`src/rtl/display_pkg.sv`:
```
// Shared definitions for the multiplexed 7-segment display scanner.
//
// Contents:
//   SEG_0..SEG_9  active-low segment patterns {g,f,e,d,c,b,a} for the decimal digits
//   SEG_OFF       all segments dark
//   SEG_DASH      middle bar only, shown for nibbles 10..15
//   scan_state_e  scan FSM states (used only when SCAN_GUARD_EN is defined)
//   CLOG2         ceiling log2, never less than 1, for sizing counters and indices
package display_pkg;

    localparam logic [6:0] SEG_0    = 7'h40;
    localparam logic [6:0] SEG_1    = 7'h79;
    localparam logic [6:0] SEG_2    = 7'h24;
    localparam logic [6:0] SEG_3    = 7'h30;
    localparam logic [6:0] SEG_4    = 7'h19;
    localparam logic [6:0] SEG_5    = 7'h12;
    localparam logic [6:0] SEG_6    = 7'h02;
    localparam logic [6:0] SEG_7    = 7'h78;
    localparam logic [6:0] SEG_8    = 7'h00;
    localparam logic [6:0] SEG_9    = 7'h10;
    localparam logic [6:0] SEG_OFF  = 7'h7F;
    localparam logic [6:0] SEG_DASH = 7'h3F;

    typedef enum logic {
        SHOW  = 1'b0,
        GUARD = 1'b1
    } scan_state_e;

    // Ceiling log2, clamped to 1 so a single-entry range still gets a 1-bit vector.
    function automatic int CLOG2(input int value);
        int result;
        result = 0;
        for (int i = 0; i < 31; i++) begin
            if ((1 << i) < value) begin
                result = i + 1;
            end
        end
        return (result < 1) ? 1 : result;
    endfunction

endpackage

```
`src/rtl/bcd_to_seg7.sv`:
```
// Combinational BCD to 7-segment decoder, active-low outputs.
//
// Ports:
//   bcd  in   4  digit value; 0..9 decode normally, 10..15 show a dash
//   seg  out  7  {g,f,e,d,c,b,a}, 0 = segment lit
module bcd_to_seg7
    import display_pkg::*;
(
    input  logic [3:0] bcd,
    output logic [6:0] seg
);

    always_comb begin
        seg = SEG_DASH;
        case (bcd)
            4'd0:    seg = SEG_0;
            4'd1:    seg = SEG_1;
            4'd2:    seg = SEG_2;
            4'd3:    seg = SEG_3;
            4'd4:    seg = SEG_4;
            4'd5:    seg = SEG_5;
            4'd6:    seg = SEG_6;
            4'd7:    seg = SEG_7;
            4'd8:    seg = SEG_8;
            4'd9:    seg = SEG_9;
            default: seg = SEG_DASH;
        endcase
    end

endmodule

```
`src/rtl/bcd_display_scan.sv`:
```
// Multiplexed 7-segment display driver. Scans N BCD digits one at a time onto
// shared segment lines with one-hot active-low anodes. The whole BCD bus is
// snapshotted once per frame so a rippling counter upstream never tears the
// displayed value.
//
// Ports:
//   clk          in   1     system clock, rising edge
//   rst          in   1     asynchronous reset, active low
//   bcd_in       in   N*4   packed digits, digit 0 in [3:0]
//   dp_in        in   N     per-digit decimal point request, 1 = lit
//   blank_lz     in   1     1 = suppress leading zeros (sampled live)
//   seg          out  7     {g,f,e,d,c,b,a}, active low, registered
//   dp           out  1     decimal point, active low, registered
//   an           out  N     anode enables, active-low one-hot, registered
//   digit_idx    out  IW    digit currently shown on an/seg
//   frame_start  out  1     one-cycle pulse when a snapshot is taken
//
// Build option: define SCAN_GUARD_EN to insert GUARD_CYCLES blanking cycles
// between digits (suppresses ghosting on slow anode drivers). Without it the
// scan advances straight from digit to digit and GUARD_CYCLES is unused.
//
// Scan FSM (SCAN_GUARD_EN only):
//   state | meaning
//   SHOW  | current digit lit, prescaler running
//   GUARD | all anodes off, prescaler held at 0, guard counter running
module bcd_display_scan
    import display_pkg::*;
#(
    parameter  int N            = 3,
    parameter  int REFRESH_DIV  = 50000,
    parameter  int GUARD_CYCLES = 8,
    localparam int IW           = CLOG2(N)
) (
    input  logic            clk,
    input  logic            rst,
    input  logic [N*4-1:0]  bcd_in,
    input  logic [N-1:0]    dp_in,
    input  logic            blank_lz,
    output logic [6:0]      seg,
    output logic            dp,
    output logic [N-1:0]    an,
    output logic [IW-1:0]   digit_idx,
    output logic            frame_start
);

    localparam int            DW       = CLOG2(REFRESH_DIV);
    localparam logic [DW-1:0] DIV_LAST = DW'(REFRESH_DIV - 1);
    localparam logic [IW-1:0] IDX_LAST = IW'(N - 1);

    if (N < 1 || REFRESH_DIV < 2 || GUARD_CYCLES < 1) begin : g_bad_param
        $error("bcd_display_scan: parameter out of range");
    end

    logic [DW-1:0]  div_cnt_q, div_cnt_d;
    logic [IW-1:0]  idx_q, idx_d;
    logic [N*4-1:0] snap_q, snap_d;
    logic [N-1:0]   dp_snap_q, dp_snap_d;
    logic [N-1:0]   an_q, an_d;
    logic [6:0]     seg_q, seg_d;
    logic           dp_q, dp_d;
    logic [IW-1:0]  digit_idx_q, digit_idx_d;
    logic           frame_start_q, frame_start_d;

    logic           tick;
    logic           in_show;
    logic           take_snap;
    logic [IW-1:0]  next_idx;
    logic [3:0]     cur_digit;
    logic           cur_dp;
    logic           cur_zero_above;
    logic [6:0]     cur_seg;

    assign tick     = (div_cnt_q == DIV_LAST);
    assign next_idx = (idx_q == IDX_LAST) ? '0 : idx_q + 1'b1;

`ifdef SCAN_GUARD_EN
    localparam int            GW         = CLOG2(GUARD_CYCLES);
    localparam logic [GW-1:0] GUARD_LAST = GW'(GUARD_CYCLES - 1);

    scan_state_e    state_q, state_d;
    logic [GW-1:0]  guard_cnt_q, guard_cnt_d;

    always_comb begin
        state_d     = state_q;
        guard_cnt_d = guard_cnt_q;
        div_cnt_d   = div_cnt_q;
        idx_d       = idx_q;
        case (state_q)
            SHOW: begin
                if (tick) begin
                    state_d     = GUARD;
                    guard_cnt_d = '0;
                    div_cnt_d   = '0;
                end else begin
                    div_cnt_d = div_cnt_q + 1'b1;
                end
            end
            GUARD: begin
                div_cnt_d = '0;
                if (guard_cnt_q == GUARD_LAST) begin
                    state_d = SHOW;
                    idx_d   = next_idx;
                end else begin
                    guard_cnt_d = guard_cnt_q + 1'b1;
                end
            end
            default: state_d = SHOW;
        endcase
    end

    always_ff @(posedge clk or negedge rst) begin
        if (!rst) begin
            state_q     <= SHOW;
            guard_cnt_q <= '0;
        end else begin
            state_q     <= state_d;
            guard_cnt_q <= guard_cnt_d;
        end
    end

    assign in_show = (state_q == SHOW);
`else
    always_comb begin
        div_cnt_d = tick ? '0 : div_cnt_q + 1'b1;
        idx_d     = tick ? next_idx : idx_q;
    end

    assign in_show = 1'b1;
`endif

    // Snapshot at the very first prescaler cycle of digit 0, so a frame always
    // shows one coherent counter value.
    assign take_snap     = in_show && (idx_q == '0) && (div_cnt_q == '0);
    assign snap_d        = take_snap ? bcd_in : snap_q;
    assign dp_snap_d     = take_snap ? dp_in : dp_snap_q;
    assign frame_start_d = take_snap;

    // Digit mux plus leading-zero detection: a digit counts as a leading zero
    // when it and every more significant snapshot digit are zero.
    always_comb begin
        logic all_zero;
        all_zero       = 1'b1;
        cur_digit      = '0;
        cur_dp         = 1'b0;
        cur_zero_above = 1'b0;
        for (int i = N - 1; i >= 0; i--) begin
            all_zero = all_zero && (snap_q[i*4 +: 4] == 4'd0);
            if (idx_q == IW'(i)) begin
                cur_digit      = snap_q[i*4 +: 4];
                cur_dp         = dp_snap_q[i];
                cur_zero_above = all_zero;
            end
        end
    end

    bcd_to_seg7 u_dec (
        .bcd (cur_digit),
        .seg (cur_seg)
    );

    // Blanked leading zeros keep their anode and dp so brightness stays uniform.
    always_comb begin
        an_d        = ~(N'(1) << idx_q);
        seg_d       = (blank_lz && (idx_q != '0) && cur_zero_above) ? SEG_OFF : cur_seg;
        dp_d        = ~cur_dp;
        digit_idx_d = idx_q;
        if (!in_show) begin
            an_d  = '1;
            seg_d = SEG_OFF;
            dp_d  = 1'b1;
        end
    end

    always_ff @(posedge clk or negedge rst) begin
        if (!rst) begin
            div_cnt_q     <= '0;
            idx_q         <= '0;
            snap_q        <= '0;
            dp_snap_q     <= '0;
            an_q          <= '1;
            seg_q         <= SEG_OFF;
            dp_q          <= 1'b1;
            digit_idx_q   <= '0;
            frame_start_q <= 1'b0;
        end else begin
            div_cnt_q     <= div_cnt_d;
            idx_q         <= idx_d;
            snap_q        <= snap_d;
            dp_snap_q     <= dp_snap_d;
            an_q          <= an_d;
            seg_q         <= seg_d;
            dp_q          <= dp_d;
            digit_idx_q   <= digit_idx_d;
            frame_start_q <= frame_start_d;
        end
    end

    assign an          = an_q;
    assign seg         = seg_q;
    assign dp          = dp_q;
    assign digit_idx   = digit_idx_q;
    assign frame_start = frame_start_q;

endmodule

```
`config.mk`:
```
export PLATFORM = sky130hd
export DESIGN_NAME = bcd_display_scan
export DESIGN_NICKNAME = d
export VERILOG_FILES = /design/src/rtl/display_pkg.sv /design/src/rtl/bcd_to_seg7.sv /design/src/rtl/bcd_display_scan.sv
export SDC_FILE = /design/constraint.sdc
export NUM_CORES = 1
export LEC_CHECK = 0
export BUFFER_PORTS_ARGS = -buffer_cell sky130_fd_sc_hd__buf_2
export CAP_MARGIN = 10
export CORE_MARGIN = 2
export CORE_UTILIZATION = 55
export CTS_BUF_LIST = sky130_fd_sc_hd__clkbuf_4 sky130_fd_sc_hd__clkbuf_8
export DETAILED_ROUTE_END_ITERATION = 12
export PLACE_DENSITY = 0.74
export SETUP_SLACK_MARGIN = 0.5
export SLEW_MARGIN = 15
export SYNTH_ARGS = -nofsm -noshare
export SYNTH_HDL_FRONTEND = slang
export SYNTH_HIERARCHICAL = 1
export SYNTH_SLANG_ARGS = --single-unit
```
`constraint.sdc`:
```
create_clock -name clk -period 4.2 [get_ports clk]
set_clock_uncertainty 0.05 [all_clocks]
set_input_delay 1.26 -clock clk [delete_from_list [all_inputs] [get_ports clk]]
set_output_delay 1.26 -clock clk [all_outputs]
set_load 0.1 [all_outputs]
```
==> flow_metrics.tcl <==
set metrics [dict create \
    fin_nets 251 \
    postRouteAntennaNets 0 \
    ys_seq_area_frac 0.542 \
    path_buf_inv 1 \
    dp_slack_ns 1.64 \
    vias 1463 \
    endpoint_kind "output pin" \
    synth.avg_cell_area_um2 11.3 \
    syn_inst 194 \
    initial_core_util 0.587 \
    leakage_nw 1.11 \
    cp_top_family "flip-flops" \
    die_x_um 67.2 \
    drt-initial-drc-count 43 \
    tightest_slew_ns 0.984 \
    drc 0 \
    final_area_um2 2450 \
    layout_common_cells "36 x dfrtp_1, 31 x buf_2, 19 x nor2_1" \
    synthesis.area_um2 2200 \
    hp-class "reg2reg" \
    num_rows 22 \
    crit_chain "buf_2" \
    period_minus_slack_ns 2.55 \
    yosysUniqueCellTypes 32 \
    dieArea_um2 4510 \
    slew_violations 0 \
    grt_max_degree 48 \
    rsz0062_at_grt "no" \
    slowest_delay_ns 0.53 \
    finalCritPeriodShare 0.608 \
    rrSetupSlack_ns 1.76 \
    grt_pass1_vias 1414 \
    setup_tns_ns 0 \
    cts_tree "yes" \
    maxSlewHeadroom 0.339 \
    coreArea_um2 3740 \
    ys_ff_latch 47 \
    io_buffers 31 \
    drt-total-wl_mm 3.68 \
    worstPathMaxFanout 1 \
    required_ns 2.89 \
    first_pass_iters 4 \
    postCtsHoldBufs 0 \
    ir_drop_mv 0.232 \
    hp-start "dp_snap_q[1]$_DFFE_PN0P_" \
    whs_ns 0.357 \
    cts_setup_buffers 0 \
    place_area_um2 2370 \
    min_path_cells 1 \
    critPathLaunchType "register" \
    insertion_delay_ns 0.30 \
    final_cells 275 \
    grt_pass1_wl_mm 6.35 \
    synthesis.nets 219 \
    status "finished, final reports clean" \
    dp_hpwl_mm 2.72 \
    grt-ovfl-total 0 \
    syn_to_final_growth_pct 11.8 \
    setup_viol 0 \
    nFillCells 299 \
    cts.sink_count 47 \
    rr_endpoint "seg[0]$_DFF_PN1_" \
    wl_per_cell_um 13.4 \
    p_per_area_nw_per_um2 342 \
    r2r_start "digit_idx_d[1]$_DFFE_PN0N_" \
    pin_count 32 \
    antenna_found_initial 0 \
    r2r_cells 9 \
    final_util 0.656 \
    place.gp.congestion 0.832 \
    grt_use_total 0.194 \
    critPathKind "reg2out" \
    clkTransAtPathRegs_ns 0.08 \
    clockBufferDepth 2 \
    placedCellCount 267 \
    h-tree-depth 2 \
    viasPerCell 5.32 \
    layout_commonest_cell "dfrtp_1" \
    cts_made_buffers 5 \
    p_total_mw 0.840 \
    worstPathArrival_ns 1.24 \
    worst_slack_ns 1.65 \
    drive_gt1_frac 0.322 \
    die_height_um 67.2 \
    fmax_ghz 0.392 \
    max_cap_violations 0 \
    worst_path_max_delay_cell "dfstp_2" \
    ctsResizeCount 0 \
    num_antenna_cells 0 \
    yosysWarnings 6 \
    min_to "dp$_DFF_PN1_" \
    hold_viol_final 0 \
    cts-root-buf "clkbuf_8" \
]
## state kept, by name, indices dropped and copies added (netlist names)
| name | cells |
|---|---|
| snap_q | 12 |
| dp | 1 |
| digit_idx | 2 |
| dp_snap_q | 3 |
| seg | 7 |
| digit_idx_d | 2 |
| frame_start | 1 |
| an | 3 |
| div_cnt_q | 16 |
## cell type report
cell class                 count  area (um2)  area share
timing repair buffer          31         155      0.0632
clock buffer                   7        83.8      0.0341
clock inverter                 1        5.00     0.00204
multi-input combinational    133         931       0.379
sequential                    47        1190       0.485
tap                           48        60.1      0.0245
inverter                       8        30.0      0.0122
## power breakdown
part	internal (mW)	leakage [nW]	switching, mW	total (mW)
Sequential	0.470	0.569	0.00599	0.476
Clock	0.130	0.0491	0.137	0.266
Combinational	0.0253	0.490	0.0722	0.0975
Total	0.625	1.11	0.215	0.840
## cells in the mapped netlist, drive strengths merged
library cell | number | area share
dfrtp | 36 | 0.41
nor2 | 19 | 0.032
nand2 | 18 | 0.031
mux2 | 17 | 0.087
dfstp | 11 | 0.13
nand2b | 10 | 0.028
xnor2 | 9 | 0.036
inv | 8 | 0.014
ha | 7 | 0.040
nor3 | 7 | 0.021
o21ai | 7 | 0.016
a21oi | 5 | 0.013
buf | 5 | 0.019
mux2i | 5 | 0.023
nand3 | 5 | 0.011
nand4 | 5 | 0.014
nor4 | 5 | 0.017
xor2 | 5 | 0.020
nor2b | 2 | 0.0057
a211o | 1 | 0.0040
and2 | 1 | 0.0029
clkbuf | 1 | 0.0017
nor4b | 1 | 0.0040
or2 | 1 | 0.0040
or2b | 1 | 0.0034
or4 | 1 | 0.0051
or4b | 1 | 0.0046
## logic make-up (layout without fill, tap and decap cells)
group,after synthesis,in the layout,share of synthesized area
adders and majority gates,7,7,0.0399
DFF,47,47,0.542
AOI/OAI and AO/OA,13,13,0.0330
muxes,22,22,0.110
buffers and inverters,14,47,0.0342
and+or+nand+nor,77,77,0.185
xor gates and xnor gates,14,14,0.0558
## how the worst max path moves through the flow
stage	startpoint	to	slack, ns	cells past startpoint
after detailed placement	blank_lz	seg[5]$_DFF_PN1_	1.64	4
after floorplan	blank_lz	seg[0]$_DFF_PN1_	1.83	3
after CTS	dp$_DFF_PN1_	dp	1.63	1
after global routing	digit_idx_d[1]$_DFFE_PN0N_	seg[0]$_DFF_PN1_	1.49	9
final	dp$_DFF_PN1_	dp	1.65	1
after global placement	blank_lz	seg[6]$_DFF_PN1_	1.67	4
## per-layer routing
metal,vias up,track usage,wire length (um)
met1,686,0.254,1670
met3,12,0.0467,206
met2,45,0.297,1710
li1,720,-,-
met5,-,0,0
met4,0,0.107,91
Power figures use the tool's default switching activity.
